$ cat src/rtl/frame_codec_if.sv
// -----------------------------------------------------------------------------
// frame_codec_if
// Bus bundle for frame_codec: the RX measurement link, the controller inputs and
// the two TX frame channels.
//
// Optional feature macro: FRAME_PARITY_EN adds one even-parity LSB to rx_data,
// tx0_data and tx1_data.
//
// Handshake (applies to rx, tx0 and tx1):
//   rx  : valid-only. rx_data is consumed on every clock edge where rx_valid=1;
//         there is no back-pressure.
//   txN : a frame transfers on a clock edge where txN_valid && txN_ready. Once
//         txN_valid rises, txN_data and txN_valid hold until that transfer;
//         valid never depends on ready, and ready may change freely.
//
// Signals (modport slave = the codec side):
//   rx_valid, rx_data          in   measurement frame {field0..fieldN-1, tag[, parity]}
//   fields_out                 out  last good fields, field0 in MSBs
//   rx_update, rx_error        out  one-cycle pulses: good / rejected frame
//   err_count                  out  saturating rejected-frame count
//   stale                      out  no good frame for STALE_CYCLES
//   state, val, tx_kick        in   controller payload and forced-send request
//   tx0_data/valid/ready       SMPS channel
//   tx1_data/valid/ready       ESP32 channel
//   tx_busy                    out  debug: bit n = channel n FSM is in SEND
// -----------------------------------------------------------------------------
interface frame_codec_if #(
   parameter int STATE_W   = 3,
   parameter int VAL_W     = 10,
   parameter int FIELD_W   = 8,
   parameter int RX_FIELDS = 3,
   parameter int RX_TAG_W  = 4,
   parameter int ERR_W     = 8
);
`ifdef FRAME_PARITY_EN
   localparam int PB = 1;
`else
   localparam int PB = 0;
`endif
   localparam int RX_W  = RX_FIELDS * FIELD_W + RX_TAG_W + PB;
   localparam int TX0_W = 4 + STATE_W + VAL_W + 7 + PB;
   localparam int TX1_W = 1 + STATE_W + VAL_W + 2 + PB;

   logic                         rx_valid;
   logic [RX_W-1:0]              rx_data;
   logic [RX_FIELDS*FIELD_W-1:0] fields_out;
   logic                         rx_update;
   logic                         rx_error;
   logic [ERR_W-1:0]             err_count;
   logic                         stale;
   logic [STATE_W-1:0]           state;
   logic [VAL_W-1:0]             val;
   logic                         tx_kick;
   logic [TX0_W-1:0]             tx0_data;
   logic                         tx0_valid;
   logic                         tx0_ready;
   logic [TX1_W-1:0]             tx1_data;
   logic                         tx1_valid;
   logic                         tx1_ready;
   logic [1:0]                   tx_busy;

   modport master (
      output rx_valid, rx_data, state, val, tx_kick, tx0_ready, tx1_ready,
      input  fields_out, rx_update, rx_error, err_count, stale,
             tx0_data, tx0_valid, tx1_data, tx1_valid, tx_busy
   );

   modport slave (
      input  rx_valid, rx_data, state, val, tx_kick, tx0_ready, tx1_ready,
      output fields_out, rx_update, rx_error, err_count, stale,
             tx0_data, tx0_valid, tx1_data, tx1_valid, tx_busy
   );
endinterface

$ cat src/rtl/frame_codec.sv
// -----------------------------------------------------------------------------
// frame_codec
// Registered encode/decode for the power-board links.
//   RX: validates tagged measurement frames, latches the fields, counts rejects
//       and flags stale data.
//   TX: two independent IDLE/SEND channels that emit {hdr, state, val, tag}
//       whenever the payload changes, a kick is requested, or after reset.
//
// Optional feature macro: FRAME_PARITY_EN (even-parity LSB on all frames; RX
// frames with bad parity are rejected).
//
// Ports:
//   clk  - system clock
//   rst  - synchronous active-high reset
//   bus  - frame_codec_if.slave (see interface header for signal list)
// -----------------------------------------------------------------------------
module frame_codec #(
   parameter int                  STATE_W      = 3,
   parameter int                  VAL_W        = 10,
   parameter int                  FIELD_W      = 8,
   parameter int                  RX_FIELDS    = 3,
   parameter int                  RX_TAG_W     = 4,
   parameter logic [RX_TAG_W-1:0] RX_TAG       = 4'b1010,
   parameter logic [3:0]          TX0_HDR      = 4'b1000,
   parameter logic [6:0]          TX0_TAG      = 7'b1100101,
   parameter logic                TX1_HDR      = 1'b1,
   parameter logic [1:0]          TX1_TAG      = 2'b01,
   parameter int                  STALE_CYCLES = 1000000,
   parameter int                  ERR_W        = 8
) (
   input logic          clk,
   input logic          rst,
   frame_codec_if.slave bus
);
`ifdef FRAME_PARITY_EN
   localparam int PB = 1;
`else
   localparam int PB = 0;
`endif
   localparam int FW    = RX_FIELDS * FIELD_W;
   localparam int RX_W  = FW + RX_TAG_W + PB;
   localparam int PW    = STATE_W + VAL_W;
   localparam int TX0_W = 4 + PW + 7 + PB;
   localparam int TX1_W = 1 + PW + 2 + PB;
   localparam int SW    = (STALE_CYCLES > 2) ? $clog2(STALE_CYCLES) : 1;
   localparam logic [SW-1:0] STALE_MAX = SW'(STALE_CYCLES - 1);

   typedef enum logic {IDLE, SEND} tx_state_t;

   // ---------------- RX ----------------
   logic [FW-1:0]       rx_fields;
   logic [RX_TAG_W-1:0] rx_tag;
   logic                par_ok, rx_good, rx_bad;
   logic [FW-1:0]       fields_q;
   logic                update_q, error_q, stale_q;
   logic [ERR_W-1:0]    err_q;
   logic [SW-1:0]       stale_cnt, stale_inc;

   assign rx_fields = bus.rx_data[RX_W-1 -: FW];
   assign rx_tag    = bus.rx_data[PB +: RX_TAG_W];
`ifdef FRAME_PARITY_EN
   assign par_ok = ~(^bus.rx_data);
`else
   assign par_ok = 1'b1;
`endif
   assign rx_good   = bus.rx_valid && (rx_tag == RX_TAG) && par_ok;
   assign rx_bad    = bus.rx_valid && !rx_good;
   assign stale_inc = stale_cnt + 1'b1;

   // The stale counter comes out of reset saturated so stale=1 is consistent
   // with the counter until the first good frame arrives.
   always_ff @(posedge clk) begin
      if (rst) begin
         fields_q  <= '0;
         update_q  <= 1'b0;
         error_q   <= 1'b0;
         err_q     <= '0;
         stale_cnt <= STALE_MAX;
         stale_q   <= 1'b1;
      end else begin
         update_q <= rx_good;
         error_q  <= rx_bad;
         if (rx_good) fields_q <= rx_fields;
         if (rx_bad && (err_q != '1)) err_q <= err_q + 1'b1;
         if (rx_good) begin
            stale_cnt <= '0;
            stale_q   <= 1'b0;
         end else if (stale_cnt != STALE_MAX) begin
            stale_cnt <= stale_inc;
            stale_q   <= (stale_inc == STALE_MAX);
         end
      end
   end

   // ---------------- TX ----------------
   logic [PW-1:0]      cur;
   logic [TX0_W-PB-1:0] body0;
   logic [TX1_W-PB-1:0] body1;
   logic [TX0_W-1:0]   frame0;
   logic [TX1_W-1:0]   frame1;

   assign cur   = {bus.state, bus.val};
   assign body0 = {TX0_HDR, cur, TX0_TAG};
   assign body1 = {TX1_HDR, cur, TX1_TAG};
`ifdef FRAME_PARITY_EN
   assign frame0 = {body0, ^body0};
   assign frame1 = {body1, ^body1};
`else
   assign frame0 = body0;
   assign frame1 = body1;
`endif

   // Per channel: FSM state, frame register, valid, last-sent payload,
   // kick-pending bit and the post-reset "send once" flag.
   tx_state_t        st0, st0_n, st1, st1_n;
   logic [TX0_W-1:0] data0_q, data0_n;
   logic [TX1_W-1:0] data1_q, data1_n;
   logic             valid0_q, valid0_n, valid1_q, valid1_n;
   logic [PW-1:0]    last0_q, last0_n, last1_q, last1_n;
   logic             pend0_q, pend0_n, pend1_q, pend1_n;
   logic             arm0_q, arm0_n, arm1_q, arm1_n;

   always_ff @(posedge clk) begin
      if (rst) begin
         st0 <= IDLE;  data0_q <= '0;  valid0_q <= 1'b0;
         last0_q <= '0; pend0_q <= 1'b0; arm0_q <= 1'b1;
         st1 <= IDLE;  data1_q <= '0;  valid1_q <= 1'b0;
         last1_q <= '0; pend1_q <= 1'b0; arm1_q <= 1'b1;
      end else begin
         st0 <= st0_n;  data0_q <= data0_n;  valid0_q <= valid0_n;
         last0_q <= last0_n; pend0_q <= pend0_n; arm0_q <= arm0_n;
         st1 <= st1_n;  data1_q <= data1_n;  valid1_q <= valid1_n;
         last1_q <= last1_n; pend1_q <= pend1_n; arm1_q <= arm1_n;
      end
   end

   // Channel 0 (SMPS). A kick seen during SEND is parked in pend0 so it
   // produces exactly one extra frame once the channel returns to IDLE.
   always_comb begin
      st0_n = st0; data0_n = data0_q; valid0_n = valid0_q;
      last0_n = last0_q; pend0_n = pend0_q; arm0_n = arm0_q;
      case (st0)
         IDLE: begin
            if ((cur != last0_q) || bus.tx_kick || pend0_q || arm0_q) begin
               data0_n = frame0; last0_n = cur; valid0_n = 1'b1;
               pend0_n = 1'b0;   arm0_n = 1'b0; st0_n = SEND;
            end
         end
         SEND: begin
            if (bus.tx_kick) pend0_n = 1'b1;
            if (valid0_q && bus.tx0_ready) begin
               valid0_n = 1'b0; st0_n = IDLE;
            end
         end
         default: st0_n = IDLE;
      endcase
   end

   // Channel 1 (ESP32), same behaviour, independent of channel 0.
   always_comb begin
      st1_n = st1; data1_n = data1_q; valid1_n = valid1_q;
      last1_n = last1_q; pend1_n = pend1_q; arm1_n = arm1_q;
      case (st1)
         IDLE: begin
            if ((cur != last1_q) || bus.tx_kick || pend1_q || arm1_q) begin
               data1_n = frame1; last1_n = cur; valid1_n = 1'b1;
               pend1_n = 1'b0;   arm1_n = 1'b0; st1_n = SEND;
            end
         end
         SEND: begin
            if (bus.tx_kick) pend1_n = 1'b1;
            if (valid1_q && bus.tx1_ready) begin
               valid1_n = 1'b0; st1_n = IDLE;
            end
         end
         default: st1_n = IDLE;
      endcase
   end

   assign bus.fields_out = fields_q;
   assign bus.rx_update  = update_q;
   assign bus.rx_error   = error_q;
   assign bus.err_count  = err_q;
   assign bus.stale      = stale_q;
   assign bus.tx0_data   = data0_q;
   assign bus.tx0_valid  = valid0_q;
   assign bus.tx1_data   = data1_q;
   assign bus.tx1_valid  = valid1_q;
   assign bus.tx_busy    = {st1 == SEND, st0 == SEND};
endmodule

$ cat src/flat_wrapper.sv
// flat-port wrapper written by rule: the top's interface ports become plain ports
module frame_codec_flat 
#(
   parameter int                  STATE_W      = 3,
   parameter int                  VAL_W        = 10,
   parameter int                  FIELD_W      = 8,
   parameter int                  RX_FIELDS    = 3,
   parameter int                  RX_TAG_W     = 4,
   parameter logic [RX_TAG_W-1:0] RX_TAG       = 4'b1010,
   parameter logic [3:0]          TX0_HDR      = 4'b1000,
   parameter logic [6:0]          TX0_TAG      = 7'b1100101,
   parameter logic                TX1_HDR      = 1'b1,
   parameter logic [1:0]          TX1_TAG      = 2'b01,
   parameter int                  STALE_CYCLES = 1000000,
   parameter int                  ERR_W        = 8
)
  (clk, rst, bus_rx_valid, bus_rx_data, bus_state, bus_val, bus_tx_kick, bus_tx0_ready, bus_tx1_ready, bus_fields_out, bus_rx_update, bus_rx_error, bus_err_count, bus_stale, bus_tx0_data, bus_tx0_valid, bus_tx1_data, bus_tx1_valid, bus_tx_busy);
  frame_codec_if #(.STATE_W(STATE_W), .VAL_W(VAL_W), .FIELD_W(FIELD_W), .RX_FIELDS(RX_FIELDS), .RX_TAG_W(RX_TAG_W), .ERR_W(ERR_W)) bus_i ();
  input logic clk;
  input logic rst;
  input wire logic [$bits(bus_i.rx_valid)-1:0] bus_rx_valid;
  input wire logic [$bits(bus_i.rx_data)-1:0] bus_rx_data;
  input wire logic [$bits(bus_i.state)-1:0] bus_state;
  input wire logic [$bits(bus_i.val)-1:0] bus_val;
  input wire logic [$bits(bus_i.tx_kick)-1:0] bus_tx_kick;
  input wire logic [$bits(bus_i.tx0_ready)-1:0] bus_tx0_ready;
  input wire logic [$bits(bus_i.tx1_ready)-1:0] bus_tx1_ready;
  output wire logic [$bits(bus_i.fields_out)-1:0] bus_fields_out;
  output wire logic [$bits(bus_i.rx_update)-1:0] bus_rx_update;
  output wire logic [$bits(bus_i.rx_error)-1:0] bus_rx_error;
  output wire logic [$bits(bus_i.err_count)-1:0] bus_err_count;
  output wire logic [$bits(bus_i.stale)-1:0] bus_stale;
  output wire logic [$bits(bus_i.tx0_data)-1:0] bus_tx0_data;
  output wire logic [$bits(bus_i.tx0_valid)-1:0] bus_tx0_valid;
  output wire logic [$bits(bus_i.tx1_data)-1:0] bus_tx1_data;
  output wire logic [$bits(bus_i.tx1_valid)-1:0] bus_tx1_valid;
  output wire logic [$bits(bus_i.tx_busy)-1:0] bus_tx_busy;
  assign bus_i.rx_valid = bus_rx_valid;
  assign bus_i.rx_data = bus_rx_data;
  assign bus_i.state = bus_state;
  assign bus_i.val = bus_val;
  assign bus_i.tx_kick = bus_tx_kick;
  assign bus_i.tx0_ready = bus_tx0_ready;
  assign bus_i.tx1_ready = bus_tx1_ready;
  assign bus_fields_out = bus_i.fields_out;
  assign bus_rx_update = bus_i.rx_update;
  assign bus_rx_error = bus_i.rx_error;
  assign bus_err_count = bus_i.err_count;
  assign bus_stale = bus_i.stale;
  assign bus_tx0_data = bus_i.tx0_data;
  assign bus_tx0_valid = bus_i.tx0_valid;
  assign bus_tx1_data = bus_i.tx1_data;
  assign bus_tx1_valid = bus_i.tx1_valid;
  assign bus_tx_busy = bus_i.tx_busy;
  frame_codec #(.STATE_W(STATE_W), .VAL_W(VAL_W), .FIELD_W(FIELD_W), .RX_FIELDS(RX_FIELDS), .RX_TAG_W(RX_TAG_W), .RX_TAG(RX_TAG), .TX0_HDR(TX0_HDR), .TX0_TAG(TX0_TAG), .TX1_HDR(TX1_HDR), .TX1_TAG(TX1_TAG), .STALE_CYCLES(STALE_CYCLES), .ERR_W(ERR_W)) u_core (.clk(clk), .rst(rst), .bus(bus_i));
endmodule
$ cat config.mk
export PLATFORM = sky130hd
export DESIGN_NAME = frame_codec_flat
export DESIGN_NICKNAME = d
export VERILOG_FILES = /design/src/rtl/frame_codec_if.sv /design/src/rtl/frame_codec.sv /design/src/flat_wrapper.sv
export SDC_FILE = /design/constraint.sdc
export NUM_CORES = 1
export LEC_CHECK = 0
export ABC_AREA = 1
export CAP_MARGIN = 20
export CORE_MARGIN = 2
export CORE_UTILIZATION = 36
export CTS_BUF_LIST = sky130_fd_sc_hd__clkbuf_8
export CTS_CLUSTER_DIAMETER = 200
export DETAILED_ROUTE_END_ITERATION = 12
export GPL_ROUTABILITY_DRIVEN = 1
export HOLD_SLACK_MARGIN = 0.15
export PLACE_DENSITY_LB_ADDON = 0.3
export SETUP_SLACK_MARGIN = 0.15
export SYNTH_ARGS = -nofsm -noshare
export SYNTH_HDL_FRONTEND = slang
export SYNTH_SLANG_ARGS = --single-unit
export TNS_END_PERCENT = 5
$ cat constraint.sdc
create_clock -name clk -period 1.72 [get_ports clk]
set_clock_uncertainty 0.1 [all_clocks]
set_input_delay 0.172 -clock clk [delete_from_list [all_inputs] [get_ports clk]]
set_output_delay 0.172 -clock clk [all_outputs]
set_load 0.03 [all_outputs]
# Yosys cells after proc, flatten, opt, wreduce, memory -nomap -nowiden
# Index checks and enable logic that the tools add are counted.
# totals
mem_bits_ro,0
latchBits,0
inputBits,47
register_bits,122
elab_cells,76
n_memories,0
mem_bits_rw,0
output_inout_bits,79
# op_classes
multipliers,0
div,0
mux,21
bitwise,2
order_cmp,0
n_eq_ne,12
shifts,0
n_addsub,2
reduce_logical,20
# ops
cell,count
two-way mux 20 bit,2
!= test 13 bit,2
adder 20 x 1 -> 20 bit (second input constant),1
equality test 20 bit (second input constant),1
!= test 20 bit (second input constant),1
two-way mux 1 bit,13
one-hot mux 1 bit (2 select lines),6
AND reduction 2 bit,6
adder 8 x 1 -> 8 bit (second input constant),1
!= test 2 bit (second input constant),4
!= test 8 bit (second input constant),1
logical OR 1 bit,6
logical AND 1 bit,5
equality test 4 bit (second input constant),1
!= test 2 x 1 -> 1 bit (second input constant),2
inverter 1 bit,2
nonzero test 2 bit,1
OR reduction 2 bit,1
logical NOT 1 bit,1

# Logic depth before layout (Yosys ltp)
# depth
word_depth,6
mapped_depth,13

# Worst setup path after synthesis
# Ideal clock, no wire load.
# synth_timing
path_type,reg-to-reg
start,"register u_core.err_q[0], in the netlist u_core.bus.err_count[0]"
end,"register u_core.err_q[6], in the netlist u_core.bus.err_count[6]"
path_stages_with_launch,10
path_buffers,0
t_arrival_ps,1519
slack_ps,-13
cell_sequence,dfxtp_1 -> ha_1 -> nand3_1 -> nor2_1 -> nand3_1 -> nand2_1 -> inv_1 -> nand2_1 -> a21oi_1 -> o21a_1
# synth_between
elab_chain_len,2
elab_cells_between_ends,3
# synth_rtl
item,line_no,source
"start, declared",frame_codec.sv:56,logic [ERR_W-1:0] err_q;
"start signal, assigned",frame_codec.sv:84,if (rx_bad && (err_q != '1)) err_q <= err_q + 1'b1;
branches (longest 2 deep; another with adder 8 x 1 -> 8 bit),n/a,
# Parallel ways; which one is timed is not known.
# A chain may end at the register's enable or synchronous reset.

# Worst setup path in the final report
# layout_timing
start,register u_core.stale_cnt[1]
end,"register u_core.stale_q, in the netlist u_core.bus.stale"
# layout_between
elab_chain_len,4
elab_cells_between_ends,6
# layout_rtl
item,line_no,source
"start, declared",frame_codec.sv:57,"logic [SW-1:0] stale_cnt, stale_inc;"
"start signal, assigned",frame_codec.sv:89,stale_cnt <= stale_inc;
adder 20 x 1 -> 20 bit,frame_codec.sv:68,assign stale_inc = stale_cnt + 1'b1;
equality test 20 bit,frame_codec.sv:90,stale_q <= (stale_inc == STALE_MAX);
two-way mux 1 bit,frame_codec.sv:88,end else if (stale_cnt != STALE_MAX) begin
two-way mux 1 bit,frame_codec.sv:85,if (rx_good) begin
"end signal, assigned",frame_codec.sv:90,
"end, declared",frame_codec.sv:55,"logic update_q, error_q, stale_q;"
# Parallel ways exist; a longest one is shown, timed or not. The select of a mux whose other input is x is not followed.

==> flow_metrics.tcl <==
set metrics [dict create \
    postSynth.topFlopCell "dfxtp_1" \
    dp_hpwl_um 9210 \
    ys_types 39 \
    ir_drop_uv 505 \
    floorplan.core_area_mm2 0.0121 \
    cell_rows 40 \
    final_net_count 848 \
    timing.hold.worst.class "in2reg" \
    inserted_clock_buffers 9 \
    chipHeight_um 116 \
    crit_required_ns 1.94 \
    max_clock_freq_mhz 592 \
    grt.overflow.total 0 \
    antennaDiodeCount 0 \
    synthCells 657 \
    drtAntennaViolNets 0 \
    grt_start_max_net_pins 25 \
    cts_tree "done" \
    r2r.worst_path.cells 11 \
    total_die_area_mm2 0.0134 \
    avgRoutedWirePerCell_um 12.7 \
    dr.first_iter.drc_count 258 \
    syn2layout_area_growth_pct 41.9 \
    worstPathArrival_ns 1.91 \
    finalHoldViolCount 0 \
    r2r_end "u_core.bus.stale" \
    synth_edf_count 0 \
    die_width_um 116 \
    maximum_fanout_encountered_on_the_critical_timing_path 4 \
    grt_antenna_before_repair 0 \
    place_inst 951 \
    floorplan.initialDensity_pct 37.1 \
    wl_um 12400 \
    grt_first_pass_wirelength_um 19900 \
    synth_warnings 0 \
    r2r-start "u_core.stale_cnt[1]" \
    root_buffer "clkbuf_8" \
    layout.filler_cells 1187 \
    total_global_route_track_usage_pct 18.7 \
    maxSlewViolCount 0 \
    design_area_mm2 0.00638 \
    synthArstFlopShare_pct 0 \
    worst_setup_path_endpoint "u_core.bus.stale" \
    power.static_leakage_nw 3.19 \
    timing.setup.critical_path_class "reg2reg" \
    detailroute.via_count 4577 \
    gp_congestion 0.871 \
    drc_errors 0 \
    setup_viol 0 \
    avg_vias_per_cell 4.71 \
    sequential_cell_area_mm2 0.00185 \
    pin_count 126 \
    share_of_the_clock_period_used_by_the_worst_path_after_layout_pct 98.2 \
    cts.reportedPaths.clkPinSlew_ns 0.09 \
    grt_setup_unrepaired "yes" \
    syn-mean-instance-area_um2 6.85 \
    drive_gt1_share_pct 19.7 \
    max-cap-violations 0 \
    placed_area_mm2 0.00600 \
    first_pass_iters 6 \
    startpoint_type "register" \
    cts-root-to-sink-buffers 2 \
    area_taken_by_multi_input_logic_gates_mm2 0.00245 \
    first_global_vias 4288 \
    worst_skew_pair.late_latency_ns 0.38 \
    synth-seq-area-share_pct 40.5 \
    htree_num_levels 3 \
    worstSetupStartpoint "u_core.stale_cnt[1]" \
    setup_slack_on_the_worst_flop_to_flop_path_ns 0.03 \
    power_density_mw_per_mm2 1010 \
    timing.final.crit_period_ns 1.69 \
    stdcell_count 971 \
    post_synth_instance_area_mm2 0.00450 \
    io_buffers 118 \
    tritoncts_num_sinks 91 \
    ffs_latches_synth 91 \
    outcome "complete, no violations" \
    worstSetupEndpointType "register" \
]
-- routing by layer --
layer	part of all wire [%]	wire [um]	track usage [%]
met3	6.6	811	5.18
met5	0	0	0
met2	47	5790	30.2
met1	45	5530	23.8
met4	1.9	233	7.30
-- power by group --
| part | switching, W | internal, W | leakage (nW) |
|---|---|---|---|
| Clock | 0.000766 | 0.000726 | 0.105 |
| Combinational | 0.00139 | 0.000964 | 2.33 |
| Sequential | 0.000271 | 0.00236 | 0.752 |
| Total | 0.00243 | 0.00405 | 3.19 |
-- cell usage in the layout, fill, tap and decap left out, types with 3 or more instances in the layout --
cell type / Yosys / layout
nand2_2: 6 / 6
inv_1: 52 / 49
nor2_1: 71 / 66
nand4_1: 9 / 9
o21ai_0: 16 / 10
or2_2: 8 / 8
buf_4: 17 / 42
conb_1: 1 / 7
clkbuf_8: 0 / 14
dfxtp_1: 91 / 69
xnor2_1: 4 / 3
nor2_2: 8 / 10
dfxtp_2: 0 / 20
nor2_4: 4 / 7
clkdlybuf4s50_1: 0 / 45
xor2_1: 8 / 7
o21ai_1: 1 / 5
nand3_1: 69 / 63
a21oi_1: 37 / 32
nand3_2: 1 / 6
a21oi_2: 0 / 5
inv_2: 7 / 10
dlygate4sd2_1: 0 / 71
nor3_2: 2 / 4
o21ai_2: 1 / 3
nand2_4: 2 / 5
nand2_1: 194 / 190
mux2i_1: 4 / 4
-- through the flow --
| step | setup TNS (ns) | setup slack [ns] | utilization, % | power, W | hold slack [ns] |
|---|---|---|---|---|---|
| 5_1_grt | -0.102 | -0.101 | 52.7 | 0.00690 | 0.232 |
| 4_1_cts | 0 | 0.0467 | 51.3 | 0.00631 | 0.219 |
| 2_1_floorplan | 0 | 0.129 | - | 0.00399 | 0.175 |
| 3_3_place_gp | -5.54 | -0.213 | 49.5 | 0.00471 | 0.327 |
| 6_report | 0 | 0.0305 | 52.7 | 0.00648 | 0.227 |
| 3_5_place_dp | -7.64 | -0.239 | 49.5 | 0.00476 | 0.346 |
-- layout make-up --
class | instances | share of cell area [%]
Clock inverter | 2 | 0.255
Clock buffer | 14 | 3.02
Timing Repair Buffer | 162 | 22.4
Sequential cell | 91 | 29.0
Tap cell | 168 | 3.29
Multi-Input combinational cell | 473 | 38.3
Inverter | 61 | 3.64
-- how the worst min path moves through the flow --
stage | startpoint | slack [ns] | end | depth (start not counted)
2_1_floorplan | bus_rx_data[4] | 0.18 | u_core.bus.fields_out[0] | 2
3_3_place_gp | u_core.arm0_q | 0.33 | u_core.arm0_q | 2
3_5_place_dp | u_core.bus.err_count[0] | 0.35 | u_core.bus.err_count[0] | 1
4_1_cts | bus_rx_data[6] | 0.22 | u_core.bus.fields_out[2] | 3
5_1_grt | bus_rx_data[8] | 0.23 | u_core.bus.fields_out[4] | 3
6_report | bus_rx_data[12] | 0.23 | u_core.bus.fields_out[8] | 3
-- registers in the layout, indices dropped and copies added, names as in the netlist, 2 cells and up --
name,cells
u_core.bus.err_count,8
u_core.stale_cnt,20
u_core.bus.tx1_data,2
u_core.bus.fields_out,24
u_core.bus.tx0_data,2
u_core.last1_q,12
u_core.last0_q,12
-- worst max-delay path, cell delays in order, from the launching register on --
cell	delay [ns]
dfxtp_2	0.37
buf_4	0.14
nand2_1	0.10
nor2_4	0.16
nand2_1	0.14
xor2_2	0.17
nand2_1	0.07
nor2_1	0.10
nand2_1	0.06
nor2_1	0.11
nand2_1	0.07
nand2_1	0.05
-- synth_stat cells, types with 5 or more instances --
library cell,n,area [um2]
nand3_1,69,345
or2_2,8,50.1
a21oi_1,37,185
nand2_2,6,37.5
nor3_1,5,25.0
nor2_1,71,267
nand2_1,194,728
nand4_1,9,56.3
buf_4,17,128
o21ai_0,16,80.1
inv_2,7,26.3
inv_1,52,195
clkbuf_1,12,45.0
dfxtp_1,91,1820
xor2_1,8,70.1
nor2_2,8,50.1
-- cell families (layout without fill, tap and decap cells) --
| family | Yosys count | in the layout | share of synthesized area, % |
|---|---|---|---|
| simple gates | 388 | 388 | 38.4 |
| buf+inv | 99 | 239 | 10.1 |
| flops | 91 | 91 | 40.5 |
| compound gates | 59 | 59 | 6.87 |
| xor+xnor | 12 | 12 | 2.34 |
| mux | 4 | 4 | 0.890 |
| fa+ha+maj | 3 | 3 | 0.835 |
| other cells | 1 | 7 | 0.0834 |
-- repair_timing --
action / 4_1_cts / 5_1_grt
setup endpoints to repair: 105 / 51
endpoints found under the hold margin: 0 / 0
hold buffers: 0 / 0
gates cloned: 0 / 0
setup buffers: 1 / 3
gates resized for setup: 96 / 49
pin swaps: 12 / 32
Note: power is estimated with default switching activity, not from simulation.
